### src/rtl/inst_fetch_queue.sv
`default_nettype none
// +--------------------------------------------------------------------------+
// | Module   : inst_fetch_queue                                              |
// | Brief    : Instruction fetch unit with a credit-controlled queue between |
// |            a one-cycle-latency SRAM and the decode stage. Redirects      |
// |            flush the queue and kill the response still in flight.       |
// | Revision : 1.0 - initial release                                         |
// +--------------------------------------------------------------------------+
module inst_fetch_queue #(
  parameter int unsigned            DEPTH      = 4,
  parameter int unsigned            ADDR_WIDTH = 32,
  parameter int unsigned            DATA_WIDTH = 32,
  parameter logic [ADDR_WIDTH-1:0]  RESET_PC   = 32'hbfc00000
) (
  input  logic                          clock,
  input  logic                          reset_,
  output logic                          instruction_enabled,
  output logic [ADDR_WIDTH-1:0]         instruction_address,
  input  logic [DATA_WIDTH-1:0]         instruction_read_data,
  input  logic                          redirect_valid,
  input  logic [ADDR_WIDTH-1:0]         redirect_target,
  input  logic                          id_allow_in,
  output logic                          out_valid,
  output logic [ADDR_WIDTH-1:0]         out_program_count,
  output logic [DATA_WIDTH-1:0]         out_instruction,
  output logic [$clog2(DEPTH+1)-1:0]    occupancy
);

  localparam int unsigned     PTR_W   = (DEPTH > 1) ? $clog2(DEPTH) : 1;
  localparam int unsigned     CNT_W   = $clog2(DEPTH+1);
  localparam logic [CNT_W:0]  DEPTH_C = (CNT_W+1)'(DEPTH);

  logic [ADDR_WIDTH-1:0] fetch_pc_q,    fetch_pc_d;
  logic                  inflight_q,    inflight_d;
  logic [ADDR_WIDTH-1:0] inflight_pc_q, inflight_pc_d;
  logic [PTR_W-1:0]      head_q,        head_d;
  logic [PTR_W-1:0]      tail_q,        tail_d;
  logic [CNT_W-1:0]      count_q,       count_d;

  logic [ADDR_WIDTH-1:0] mem_pc_q   [DEPTH];
  logic [DATA_WIDTH-1:0] mem_data_q [DEPTH];

  logic [CNT_W:0]        credit;
  logic                  issue;
  logic                  push;
  logic                  pop;

  // Handshake decisions: credit counts stored entries plus the response in
  // flight, so a queue slot is always reserved before a request goes out.
  always_comb begin
    credit = {1'b0, count_q} + {{CNT_W{1'b0}}, inflight_q};
    issue  = reset_ && !redirect_valid && (credit < DEPTH_C);
    push   = inflight_q && !redirect_valid;
    pop    = (count_q != '0) && id_allow_in && !redirect_valid;
  end

  // Next-state computation; a redirect overrides pop, push and issue.
  always_comb begin
    fetch_pc_d    = fetch_pc_q;
    inflight_d    = 1'b0;
    inflight_pc_d = inflight_pc_q;
    head_d        = head_q;
    tail_d        = tail_q;
    count_d       = count_q;
    if (redirect_valid) begin
      // Word-align the target; emptying the queue just collapses head onto tail.
      fetch_pc_d = redirect_target & ~ADDR_WIDTH'(3);
      head_d     = tail_q;
      count_d    = '0;
    end else begin
      inflight_d = issue;
      if (issue) begin
        fetch_pc_d    = fetch_pc_q + ADDR_WIDTH'(4);
        inflight_pc_d = fetch_pc_q;
      end
      if (push) tail_d = tail_q + PTR_W'(1);
      if (pop)  head_d = head_q + PTR_W'(1);
      case ({push, pop})
        2'b10:   count_d = count_q + CNT_W'(1);
        2'b01:   count_d = count_q - CNT_W'(1);
        default: count_d = count_q;
      endcase
    end
  end

  // Control state registers with synchronous active-low reset.
  always_ff @(posedge clock) begin
    if (!reset_) begin
      fetch_pc_q    <= RESET_PC;
      inflight_q    <= 1'b0;
      inflight_pc_q <= RESET_PC;
      head_q        <= '0;
      tail_q        <= '0;
      count_q       <= '0;
    end else begin
      fetch_pc_q    <= fetch_pc_d;
      inflight_q    <= inflight_d;
      inflight_pc_q <= inflight_pc_d;
      head_q        <= head_d;
      tail_q        <= tail_d;
      count_q       <= count_d;
    end
  end

  // Entry storage: the surviving response lands at the tail with its PC.
  always_ff @(posedge clock) begin
    if (reset_ && push) begin
      mem_pc_q[tail_q]   <= inflight_pc_q;
      mem_data_q[tail_q] <= instruction_read_data;
    end
  end

  // Outputs come from registered state only, never straight from SRAM data.
  always_comb begin
    instruction_enabled = issue;
    instruction_address = fetch_pc_q;
    out_valid           = (count_q != '0);
    out_program_count   = mem_pc_q[head_q];
    out_instruction     = mem_data_q[head_q];
    occupancy           = count_q;
  end

endmodule
`default_nettype wire

### config.mk
export PLATFORM = sky130hd
export DESIGN_NAME = inst_fetch_queue
export DESIGN_NICKNAME = d
export VERILOG_FILES = /design/src/rtl/inst_fetch_queue.sv
export SDC_FILE = /design/constraint.sdc
export NUM_CORES = 1
export LEC_CHECK = 0
export CORE_ASPECT_RATIO = 0.8
export CORE_MARGIN = 2
export CORE_UTILIZATION = 42
export DETAILED_ROUTE_END_ITERATION = 7
export PLACE_DENSITY = 0.73
export SETUP_SLACK_MARGIN = 0.2
export SYNTH_ARGS = -nofsm -noshare
export SYNTH_HDL_FRONTEND = slang
export SYNTH_SLANG_ARGS = --single-unit
### constraint.sdc
create_clock -name clock -period 3 [get_ports clock]
set_clock_uncertainty 0.2 [all_clocks]
set_input_delay 0.3 -clock clock [delete_from_list [all_inputs] [get_ports clock]]
set_output_delay 0.3 -clock clock [all_outputs]
set_load 0.02 [all_outputs]
==> results of run 1 <==
critical path, stage by stage (launching register included):
cell,delay (ns)
dfxtp_4,0.46
buf_12,0.15
buf_4,0.20
mux4_2,0.57
dlygate4sd2_1,0.36
routing by layer:
layer	wire length, µm	part of all wire, %
met5	16	0.058
met4	497	1.8
met3	2162	7.9
met2	12740	46
met1	12110	44
area by class of cell:
| type | instances | area, µm² |
|---|---|---|
| Inverter | 13 | 48.80 |
| Clock inverter | 19 | 271.5 |
| Sequential cell | 318 | 8856 |
| Clock buffer | 37 | 798.3 |
| Antenna cell | 1 | 2.502 |
| Tap cell | 370 | 462.9 |
| Fill cell | 2269 | 12760 |
| Timing Repair Buffer | 202 | 2088 |
| Multi-Input combinational cell | 361 | 3197 |
sequential cells by signal, indices dropped and copies added, names as in the netlist, named ones only:
register             cells
mem_data_q             128
mem_pc_q               120
inflight_pc_q           30
instruction_address     30
occupancy                3
head_q                   2
tail_q                   2
inflight_q               1
repair_timing:
item / CTS / global route
endpoints found under the setup margin: 62 / 23
gates cloned: 0 / 1
hold endpoints to repair: 0 / 0
resized for setup: 41 / 24
setup buffers: 5 / 1
placed cells by master (no fill, tap or decap), types with 20 or more instances in the layout:
cell / instances
a21oi_1: 38
nand2_1: 83
dfxtp_1: 68
nor2_1: 27
edfxtp_1: 248
dlygate4sd2_1: 39
nand3_1: 25
dlymetal6s2s_1: 23
clkdlybuf4s50_1: 100
clkbuf_16: 32
buf_4: 27
xnor2_1: 20
mux4_2: 62
worst paths after layout:
kind,start,cells past startpoint,to,slack (ns)
max,register,4,out_program_count[2],0.20
min,redirect_target[13],3,instruction_address[13],0.13
max reg2reg,occupancy[0],9,occupancy[2],0.65
min reg2reg,inflight_pc_q[19],2,inflight_pc_q[19],0.30
stage by stage:
stage          worst slack, ns  util (%)
2_1_floorplan           0.5486         -
3_3_place_gp            0.4176     51.06
3_5_place_dp            0.3830     51.06
4_1_cts                0.04704     54.81
5_1_grt                 0.1302     55.19
6_report                0.2024     55.20
power by group:
part	internal, W	switching (W)	leakage (nW)
Clock	0.00249	0.00156	0.524
Sequential	0.00480	0.0000814	2.84
Combinational	0.000368	0.000395	2.01
cells by family after synthesis:
family,share of synthesized area [%]
AOI/OAI and AO/OA,3.997
xor gates and xnor gates,1.570
adders and majority gates,0.7749
buffers and inverters,2.090
DFF,72.11
muxes,11.71
other,0.03056
and+or+nand+nor,7.719
==> summary.md, run 1 <==
| Metric | Value |
|---|---|
| Outcome | finished, final reports clean |
| Seq cells post-synth | 318 |
| Post-synthesis sequential area ratio | slightly above 70% |
| Tot Pwr | 0.009697 W |
| Placement Cell Area | 14,550 µm² |
| Final nets | about 1,000 |
| Worst-Margin Slew | a little under 0.6 ns |
| Die area | ~31,000 µm² |
| Met1 Track Usage GR | approximately 26% |
| Dpl hpwl | between 15,000 and 20,000 µm |
| Power Dens Cells | between 600 and 700 nW/µm² |
| Synthesis Warnings | 0 |
| Most frequent cell after synthesis | edfxtp_1 |
| Setup_tns | 0 ns |
| Clock Root Buffer | clkbuf_16 |
| Max cap viols | 0 |
| Number of remaining DRC errors | 0 |
| Clock-pin transition on the worst setup and hold timing paths | ~0.060 ns |
| Layout Area Growth over Synthesis | 28.15% |
| RSZ-0062 raised after global routing | yes |
| Met2 Use GR | about 29% |
| Period utilization | 93.25% |
| Die W | between 150 and 200 µm |
| Tmin final | ~2.8 ns |
| Core Box Area | between 20,000 and 30,000 µm² |
| Post-Synthesis Mean Instance Area | around 17 µm² |
| Initial core utilization | about 43% |
| Die height | about 160 µm |
| Global-route wire length before repair | between 40,000 and 50,000 µm |
| Post-synth top flop | edfxtp_1 |
| H-tree depth | 1 |
| Fin area | between 15,000 and 20,000 µm² |
| Pin count of the biggest net entering global routing | 46 |
| Peak Freq | approximately 360 MHz |
| Hold Vio Cnt, Final | 0 |
| Post-synth EDFFs | between 200 and 250 |
| Min-Delay Path Class | primary input to register |
| Total routed wirelength | 27,530 µm |
| Synthesized area | 12,270 µm² |
| I/O Pins | 169 |
| Average routed wire per standard cell | about 21 µm |
| Fin cells | 1,321 |
| Crit Path Class | register to output pin |
| Yosys cell types | 55 |
| Slew Viols, Final | 0 |
| Asr flop ratio synth | 0% |
| Final Hold Slack | roughly 0.13 ns |
| Initial antenna violation count | 1 |
| CTS Hold Bufs | 0 |
| # setup viols final | 0 |
| Synthesized instance count | approximately 730 |
| Synth area leaders | edfxtp_1 (61%), dfxtp_1 (11%), mux4_2 (11%) |
| DRT antenna net count | 0 |
| Vias in the first global route | 7,186 |
| GRT Max-Usage Layer | met2 |
| Worst EP arrival | roughly 2.3 ns |
| Crit Path Max Fanout | 8 |
| PortBufs | between 150 and 200 |
| Cell taking the most area after synthesis | edfxtp_1 |
| Routability Congestion | roughly 0.83 |
| CTS tree | done |
| Post-synth top cells | edfxtp_1 (248), nand2_1 (83), dfxtp_1 (70) |
| Share of the synthesized area in the top cell type | between 60% and 70% |
| Maximum VDD drop | between 0.3 and 0.4 mV |
| Placed cells | approximately 1,300 |
| Total GRT Usage | a little under a fifth |
| Met3 usage in global routing | under 10% |
| CTS Buf Count | 30 |
| P_leak | 5.379 nW |
| Layout cell share with drive strength beyond 1 | about 18% |
| Vias after detailed routing | ~7,200 |
| First-pass DRT Iterations | 7 |
| Slew HR | between 60% and 70% |
| Critical path launch point type | register |
| CTS max path bufs | 3 |
| Vias per cell | about 5.4 |
| Row cnt | 55 |
| TritonCTS Sinks | about 320 |
| Nature of the critical path endpoint | output pin |
| Gr ovfl total | 0 |
| First-iteration detailed-routing DRC count | roughly 500 |
| Worst path required time | 2.50 ns |
| Skew-Pair Late Insertion Delay | roughly 0.54 ns |
Note: power is estimated with default switching activity, not from simulation.
==> inputs of run 2 (changes only) <==
SETUP_SLACK_MARGIN = 0.3   (was 0.2)
==> run 2 against run 1 <==
Compared with the run above: first-iteration DRC count is the same; power decreased by 0.12%; clock power barely moved; fmax up 5.8%; via count rose by 0.45%; count of clock-buffer cells in the layout unchanged; sequential power barely moved; flip-flop and latch count did not move; core utilization shrank 0.46 points; worst setup slack improved by 0.15 ns; global-route usage is 0.22 points higher; register-to-register slack barely moved; largest cell class unchanged.
==> summary.md, run 2 (synthesis results as in run 1) <==
| Metric | Value |
|---|---|
| Outcome | finished, final reports clean (unchanged) |
| CTS max path bufs | 3 (unchanged) |
| Final Hold Slack | 0.1313 ns (was 0.1299 ns) |
| First-pass DRT Iterations | 5 (was 7) |
| Vias in the first global route | 7,284 (was 7,186) |
| Period utilization | 88.18% (was 93.25%) |
| CTS Buf Count | 30 (unchanged) |
| Initial core utilization | 43.07% (unchanged) |
| Reg-to-Reg Start | occupancy[1] (was occupancy[0]) |
| Row cnt | 55 (unchanged) |
| Critical-path top delay cell | mux4_2 (unchanged) |
| Worst path bufs/invs | 5 (was 3) |
| Max cap viols | 0 (unchanged) |
| Family with the most delay on the worst path | buffers and inverters (unchanged) |
| Worst setup margin | 0.3547 ns (was 0.2024 ns) |
| Number of remaining DRC errors | 0 (unchanged) |
| Dpl hpwl | 17,900 µm (unchanged) |
| TritonCTS Sinks | 318 (unchanged) |
| Global-route wire length before repair | 42,690 µm (was 42,250 µm) |
| Reg-to-Reg End | occupancy[2] (unchanged) |
| Pin count of the biggest net entering global routing | 46 (unchanged) |
| Crit Path Max Fanout | 7 (was 8) |
| Max reg flops | 128 (unchanged) |
| Tmin final | 2.645 ns (was 2.798 ns) |
| Average routed wire per standard cell | 20.76 µm (was 20.84 µm) |
| Gr ovfl total | 0 (unchanged) |
| Layout cell share with drive strength beyond 1 | 21.86% (was 17.68%) |
| Biggest registers after layout | mem_data_q (128), mem_pc_q (120) (unchanged) |
| P_leak | 5.204 nW (was 5.379 nW) |
| Nature of the critical path endpoint | output pin (unchanged) |
| Vias after detailed routing | 7,190 (was 7,158) |
| Die height | 156.9 µm (unchanged) |
| CTS tree | done (unchanged) |
| Die W | 195.1 µm (unchanged) |
| Worst R2R Path Depth | 9 (unchanged) |
| Die area | 30,610 µm² (unchanged) |
| Total GRT Usage | 18.27% (was 18.06%) |
| Layout Area Growth over Synthesis | 27.09% (was 28.15%) |
| Antenna cells | 0 (was 1) |
| Worst EP arrival | 2.15 ns (was 2.30 ns) |
| CTS Hold Bufs | 0 (unchanged) |
| Crit Path Class | register to output pin (unchanged) |
| # setup viols final | 0 (unchanged) |
| RSZ-0062 raised after global routing | no (was yes) |
| I/O Pins | 169 (unchanged) |
| Most frequent cells in the layout | edfxtp_1 (248), clkdlybuf4s50_1 (100), nand2_1 (83), dfxtp_1 (68), mux4_2 (62) (unchanged) |
| Initial antenna violation count | 2 (was 1) |
| DRT antenna net count | 0 (unchanged) |
| First-iteration detailed-routing DRC count | 503 (unchanged) |
| Slew HR | 59.08% (was 60.48%) |
| Min-Delay Path Class | primary input to register (unchanged) |
| Worst path required time | 2.50 ns (about the same) |
| Worst-Margin Slew | 0.6119 ns (was 0.5910 ns) |
| DP Worst Slack | 0.3830 ns (unchanged) |
| Critical path launch point type | register (unchanged) |
| Worst path depth | 6 (was 4) |
| PortBufs | 162 (unchanged) |
| Hold Vio Cnt, Final | 0 (unchanged) |
| Core Box Area | 28,490 µm² (unchanged) |
| Power Dens Cells | 621.1 nW/µm² (was 616.7 nW/µm²) |
| Vias per cell | 5.422 (was 5.419) |
| Peak Freq | 378.0 MHz (was 357.4 MHz) |
| Critical path's largest stage delay | 0.51 ns (was 0.57 ns) |
| Clock Root Buffer | clkbuf_16 (unchanged) |
| Leading cell type in the layout, fill and taps excluded | edfxtp_1 (unchanged) |
| Final nets | 1,007 (was 1,001) |
| Worst reg2reg setup slack | 0.65 ns (about the same) |
| Biggest register | mem_data_q (unchanged) |
| H-tree depth | 1 (unchanged) |
| Skew-Pair Late Insertion Delay | 0.54 ns (about the same) |
| Cell chain of the critical path | buf_4 > buf_12 > buf_6 > buf_16 > mux4_2 > buf_2 (was buf_12 > buf_4 > mux4_2 > dlygate4sd2_1) |
| CP Capture Point | out_instruction[30] (was out_program_count[2]) |
| Total routed wirelength | 27,530 µm (about the same) |
| Slew Viols, Final | 0 (unchanged) |
| Maximum VDD drop | 0.3872 mV (was 0.3890 mV) |
| Routability Congestion | 0.8312 (unchanged) |
| Clock-pin transition on the worst setup and hold timing paths | 0.06 ns (about the same) |
| Setup_tns | 0 ns (unchanged) |
==> run 2: cell types whose count changed in the layout (fill, tap and decap cells not counted) <==
cell / delta
buf_16: +2
buf_12: +1
dlygate4sd2_1: -13
clkbuf_16: -1
clkbuf_2: +22
clkdlybuf4s15_1: +1
buf_4: +5
buf_6: +1
diode_2: -1
buf_2: +11
dlymetal6s2s_1: -23
==> run 2: timing repair <==
item / in CTS / in global routing
cloned: 2 / 0
buffers inserted: 9 / 2
resized for setup: 101 / 54
pin swaps: 0 / 1
endpoints found under the setup margin: 62 / 37
==> run 2: layout make-up <==
class | instances | area, µm²
fill | 2300 | 12890
sequential | 318 | 8856
inverter | 13 | 48.80
tap | 370 | 462.9
clock inverter | 19 | 271.5
multi-input combinational | 361 | 3197
timing repair buffer | 208 | 1961
clock buffer | 37 | 798.3
==> run 2: where the power goes <==
group	switching (W)	total [W]	internal, W
clock	0.00155	0.00404	0.00249
sequential	0.0000775	0.00488	0.00480
combinational	0.000404	0.000766	0.000362
==> run 2: worst min-delay path, delay by kind of cell <==
| kind | cells | cell delay, ns |
|---|---|---|
| buffers and inverters | 1 | 0.40 |
| AO/OA/AOI/OAI | 1 | 0.06 |
| AND/OR/NAND/NOR | 1 | 0.06 |
==> run 2: how the worst min path moves through the flow <==
stage | startpoint | end | slack, ns | cells past startpoint
3_5_place_dp | inflight_pc_q[19] | inflight_pc_q[19] | 0.29 | 2
6_report | redirect_target[13] | instruction_address[13] | 0.13 | 3
4_1_cts | redirect_target[13] | instruction_address[13] | 0.11 | 3
3_3_place_gp | instruction_address[15] | inflight_pc_q[15] | 0.27 | 2
2_1_floorplan | instruction_read_data[0] | mem_data_q[0][0] | 0.20 | 0
5_1_grt | redirect_target[17] | instruction_address[17] | 0.14 | 3
==> run 2: per-stage QoR <==
stage | power (W) | area [µm²] | std cells | utilization (%)
2_1_floorplan | 0.005357 | 12290 | 737 | -
3_3_place_gp | 0.005750 | 14550 | 1257 | 51.06
3_5_place_dp | 0.005760 | 14550 | 1257 | 51.06
4_1_cts | 0.009791 | 15660 | 1324 | 54.97
5_1_grt | 0.01001 | 15600 | 1326 | 54.74
6_report | 0.009685 | 15600 | 1326 | 54.74
==> run 2: routing by layer <==
layer  vias up  global-route usage (%)  share of wire [%]
li1       3260                       -                  -
met1      3600                   25.63                 44
met2       291                   29.52                 47
met3        35                   4.332                8.0
met4         4                   3.417                1.7
met5         -                       0              0.091
==> inputs of run 3 (changes only) <==
ABC_AREA = 1   (was default)
CORE_UTILIZATION = 30   (was 42)
PLACE_DENSITY = 0.57   (was 0.73)
==> run 3 against run 2 <==
Compared with the run above: core utilization is 16 points lower; design area grew 4.5%; via count is 26% higher; critical path type unchanged; fmax is 3.7% higher; first-iteration DRC count grew 50%; cell count up 42%; sequential power increased by 1%; clock power is 6.9% higher; sequential share of layout area down 2.5 points; routed wire length up 20%; synthesized area increased by 3.9%; die area up 44%; critical endpoint is now out_program_count[31]; largest power group unchanged.
==> summary.md, run 3 <==
| Metric | Value |
|---|---|
| Outcome | finished, final reports clean (unchanged) |
| First-iteration detailed-routing DRC count | 755 (was 503) |
| Post-Synthesis Mean Instance Area | 11.16 µm² (was 16.72 µm²) |
| H-tree depth | 2 (was 1) |
| Placement Cell Area | 15,160 µm² (was 14,550 µm²) |
| Post-synth top cells | edfxtp_1 (248), nor2_1 (186), o21ai_0 (159) (was edfxtp_1 (248), nand2_1 (83), dfxtp_1 (70)) |
| Total routed wirelength | 32,940 µm (was 27,530 µm) |
| Worst path required time | 2.50 ns (about the same) |
| Vias in the first global route | 8,738 (was 7,284) |
| # setup viols final | 0 (unchanged) |
| Vias per cell | 4.834 (was 5.422) |
| Synthesized area | 12,740 µm² (was 12,270 µm²) |
| Leading cell type in the layout, fill and taps excluded | edfxtp_1 (unchanged) |
| Critical path launch point type | register (unchanged) |
| Tot Pwr | 0.01020 W (was 0.009685 W) |
| Most used cell, CP | buf_12 |
| Antenna cells | 0 (unchanged) |
| Biggest registers after layout | mem_data_q (128), mem_pc_q (120) (unchanged) |
| DRT antenna net count | 0 (unchanged) |
| Clock Root Buffer | clkbuf_16 (unchanged) |
| Final Hold Slack | 0.1486 ns (was 0.1313 ns) |
| Row cnt | 67 (was 55) |
| Reg-to-Reg Start | occupancy[0] (was occupancy[1]) |
| Average routed wire per standard cell | 17.51 µm (was 20.76 µm) |
| Number of remaining DRC errors | 0 (unchanged) |
| Critical path's largest stage delay | 0.43 ns (was 0.51 ns) |
| Synth area leaders | edfxtp_1 (58%), dfxtp_1 (11%), o21ai_0 (6.2%) (was edfxtp_1 (61%), dfxtp_1 (11%), mux4_2 (11%)) |
| Cell chain of the critical path | buf_12 > buf_12 > o21ai_0 > o22ai_1 > dlygate4sd2_1 (was buf_4 > buf_12 > buf_6 > buf_16 > mux4_2 > buf_2) |
| Synthesis Warnings | 0 (unchanged) |
| Core Box Area | 41,920 µm² (was 28,490 µm²) |
| Die W | 234.4 µm (was 195.1 µm) |
| Cell taking the most area after synthesis | edfxtp_1 (unchanged) |
| Initial antenna violation count | 0 (was 2) |
| Yosys cell types | 34 (was 55) |
| Routability Congestion | 0.8568 (was 0.8312) |
| CP Capture Point | out_program_count[31] (was out_instruction[30]) |
| Vias after detailed routing | 9,093 (was 7,190) |
| Die area | 44,160 µm² (was 30,610 µm²) |
| Most frequent cells in the layout | edfxtp_1 (248), nor2_1 (182), o21ai_0 (159), nand2_1 (109), clkdlybuf4s50_1 (100) (was edfxtp_1 (248), clkdlybuf4s50_1 (100), nand2_1 (83), dfxtp_1 (68), mux4_2 (62)) |
| Max reg flops | 128 (unchanged) |
| Hold Vio Cnt, Final | 0 (unchanged) |
| Dpl hpwl | 20,870 µm (was 17,900 µm) |
| Layout cell share with drive strength beyond 1 | 7.299% (was 21.86%) |
| Skew-Pair Late Insertion Delay | 0.52 ns (was 0.54 ns) |
| Gr ovfl total | 0 (unchanged) |
| Post-CTS Setup Inserts | 0 (was 9) |
| Setup_tns | 0 ns (unchanged) |
| Crit Path Max Fanout | 43 (was 7) |
| Critical-path top delay cell | dlygate4sd2_1 (was mux4_2) |
| I/O Pins | 169 (unchanged) |
| Total GRT Usage | 14.85% (was 18.27%) |
| Post-synthesis sequential area ratio | 69.43% (was 72.11%) |
| CTS Hold Bufs | 0 (unchanged) |
| First-pass DRT Iterations | 6 (was 5) |
| Clock-pin transition on the worst setup and hold timing paths | 0.06 ns (about the same) |
| Synthesized instance count | 1,142 (was 734) |
| Global-route wire length before repair | 50,380 µm (was 42,690 µm) |
| Tmin final | 2.552 ns (was 2.645 ns) |
| RSZ-0062 raised after global routing | no (unchanged) |
| Die height | 188.4 µm (was 156.9 µm) |
| Pin count of the biggest net entering global routing | 61 (was 46) |
| Met2 Use GR | 22.13% (was 29.52%) |
| Worst EP arrival | 2.05 ns (was 2.15 ns) |
| PortBufs | 162 (unchanged) |
| CTS tree | done (unchanged) |
| Post-synth EDFFs | 248 (unchanged) |
| Worst R2R Path Depth | 11 (was 9) |
| Crit Path Class | register to output pin (unchanged) |
| Util after Layout | 38.88% (was 54.74%) |
| Min-Delay Path Class | primary input to register (unchanged) |
| Post-synth top flop | edfxtp_1 (unchanged) |
| Met1 Track Usage GR | 21.90% (was 25.63%) |
| Max cap viols | 0 (unchanged) |
| Worst reg2reg setup slack | 0.73 ns (was 0.65 ns) |
| Nature of the critical path endpoint | output pin (unchanged) |
| Asr flop ratio synth | 0% (unchanged) |
| P_leak | 5.816 nW (was 5.204 nW) |
| Biggest register | mem_data_q (unchanged) |
| Slew Viols, Final | 0 (unchanged) |
| Maximum VDD drop | 0.3959 mV (was 0.3872 mV) |
| Fin area | 16,300 µm² (was 15,600 µm²) |
| Reg-to-Reg End | occupancy[2] (unchanged) |
| TritonCTS Sinks | 318 (unchanged) |
| Layout Area Growth over Synthesis | 27.88% (was 27.09%) |
| GRT Max-Usage Layer | met2 (unchanged) |
| Seq cells post-synth | 318 (unchanged) |
| Met3 usage in global routing | 3.238% (was 4.332%) |
| Initial core utilization | 30.41% (was 43.07%) |
| CTS max path bufs | 3 (unchanged) |
| Peak Freq | 391.9 MHz (was 378.0 MHz) |
| Period utilization | 85.06% (was 88.18%) |
| Share of the synthesized area in the top cell type | 58.43% (was 60.69%) |
| Final nets | 1,381 (was 1,007) |
| Most frequent cell after synthesis | edfxtp_1 (unchanged) |
| CTS Buf Count | 35 (was 30) |
| Power Dens Cells | 625.7 nW/µm² (was 621.1 nW/µm²) |
[run 3: cell count changes after synthesis, moves of 26 or more]
cell	previous run	this run
nand2_1	83	109
o22ai_1	1	63
nor2_1	27	186
o21ai_0	9	159
mux4_2	62	0
inv_1	11	77
[run 3: where the power goes]
group	internal [W]	switching, W
clock network	0.00264	0.00168
registers	0.00483	0.0000968
logic	0.000371	0.000581
[run 3: how the worst min path moves through the flow]
stage	start	endpoint	cells past startpoint
floorplan	instruction_read_data[0]	mem_data_q[0][0]	0
global route	redirect_target[10]	instruction_address[10]	3
finish	redirect_target[10]	instruction_address[10]	3
CTS	redirect_target[10]	instruction_address[10]	3
detailed placement	inflight_pc_q[10]	mem_pc_q[2][10]	0
global placement	inflight_pc_q[7]	mem_pc_q[0][7]	0
[run 3: stage by stage]
| stage | setup slack (ns) | cells |
|---|---|---|
| detailed placement | 0.4118 | 1820 |
| CTS | 0.1148 | 1881 |
| finish | 0.4481 | 1881 |
| floorplan | -0.002055 | 1145 |
| global placement | 0.3361 | 1820 |
| global route | 0.3141 | 1881 |
[run 3: per-layer routing]
layer	wire, µm	up-vias
met5	0	-
met4	527	0
met3	2415	38
met2	14100	282
met1	15890	4401
li1	-	4372
[run 3: worst max-delay path, delay by kind of cell (launching register included)]
kind                   cells  cell delay [ns]
AO/OA/AOI/OAI              2             0.28
flip-flops                 1             0.36
buffers and inverters      3             0.86
[run 3: kinds of logic after synthesis]
logic type / synth area share, %
DFF: 69.43
AOI/OAI and AO/OA: 13.06
xor gates and xnor gates: 0.6872
buffers and inverters: 4.683
and+or+nand+nor: 11.37
adders and majority gates: 0.7461
other: 0.02942
[run 3: layout make-up]
class / count / area, µm²
timing repair buffer: 190 / 1952
multi-input combinational: 681 / 3341
tap: 552 / 690.7
clock inverter: 14 / 177.7
clock buffer: 46 / 979.7
sequential: 318 / 8853
inverter: 80 / 304.0
fill: 4034 / 25620
[run 3: repair_timing]
action / in CTS / in global routing
gates resized for setup: 63 / 3
pin swaps: 0 / 0
gates cloned: 1 / 0
endpoints found under the setup margin: 61 / 3
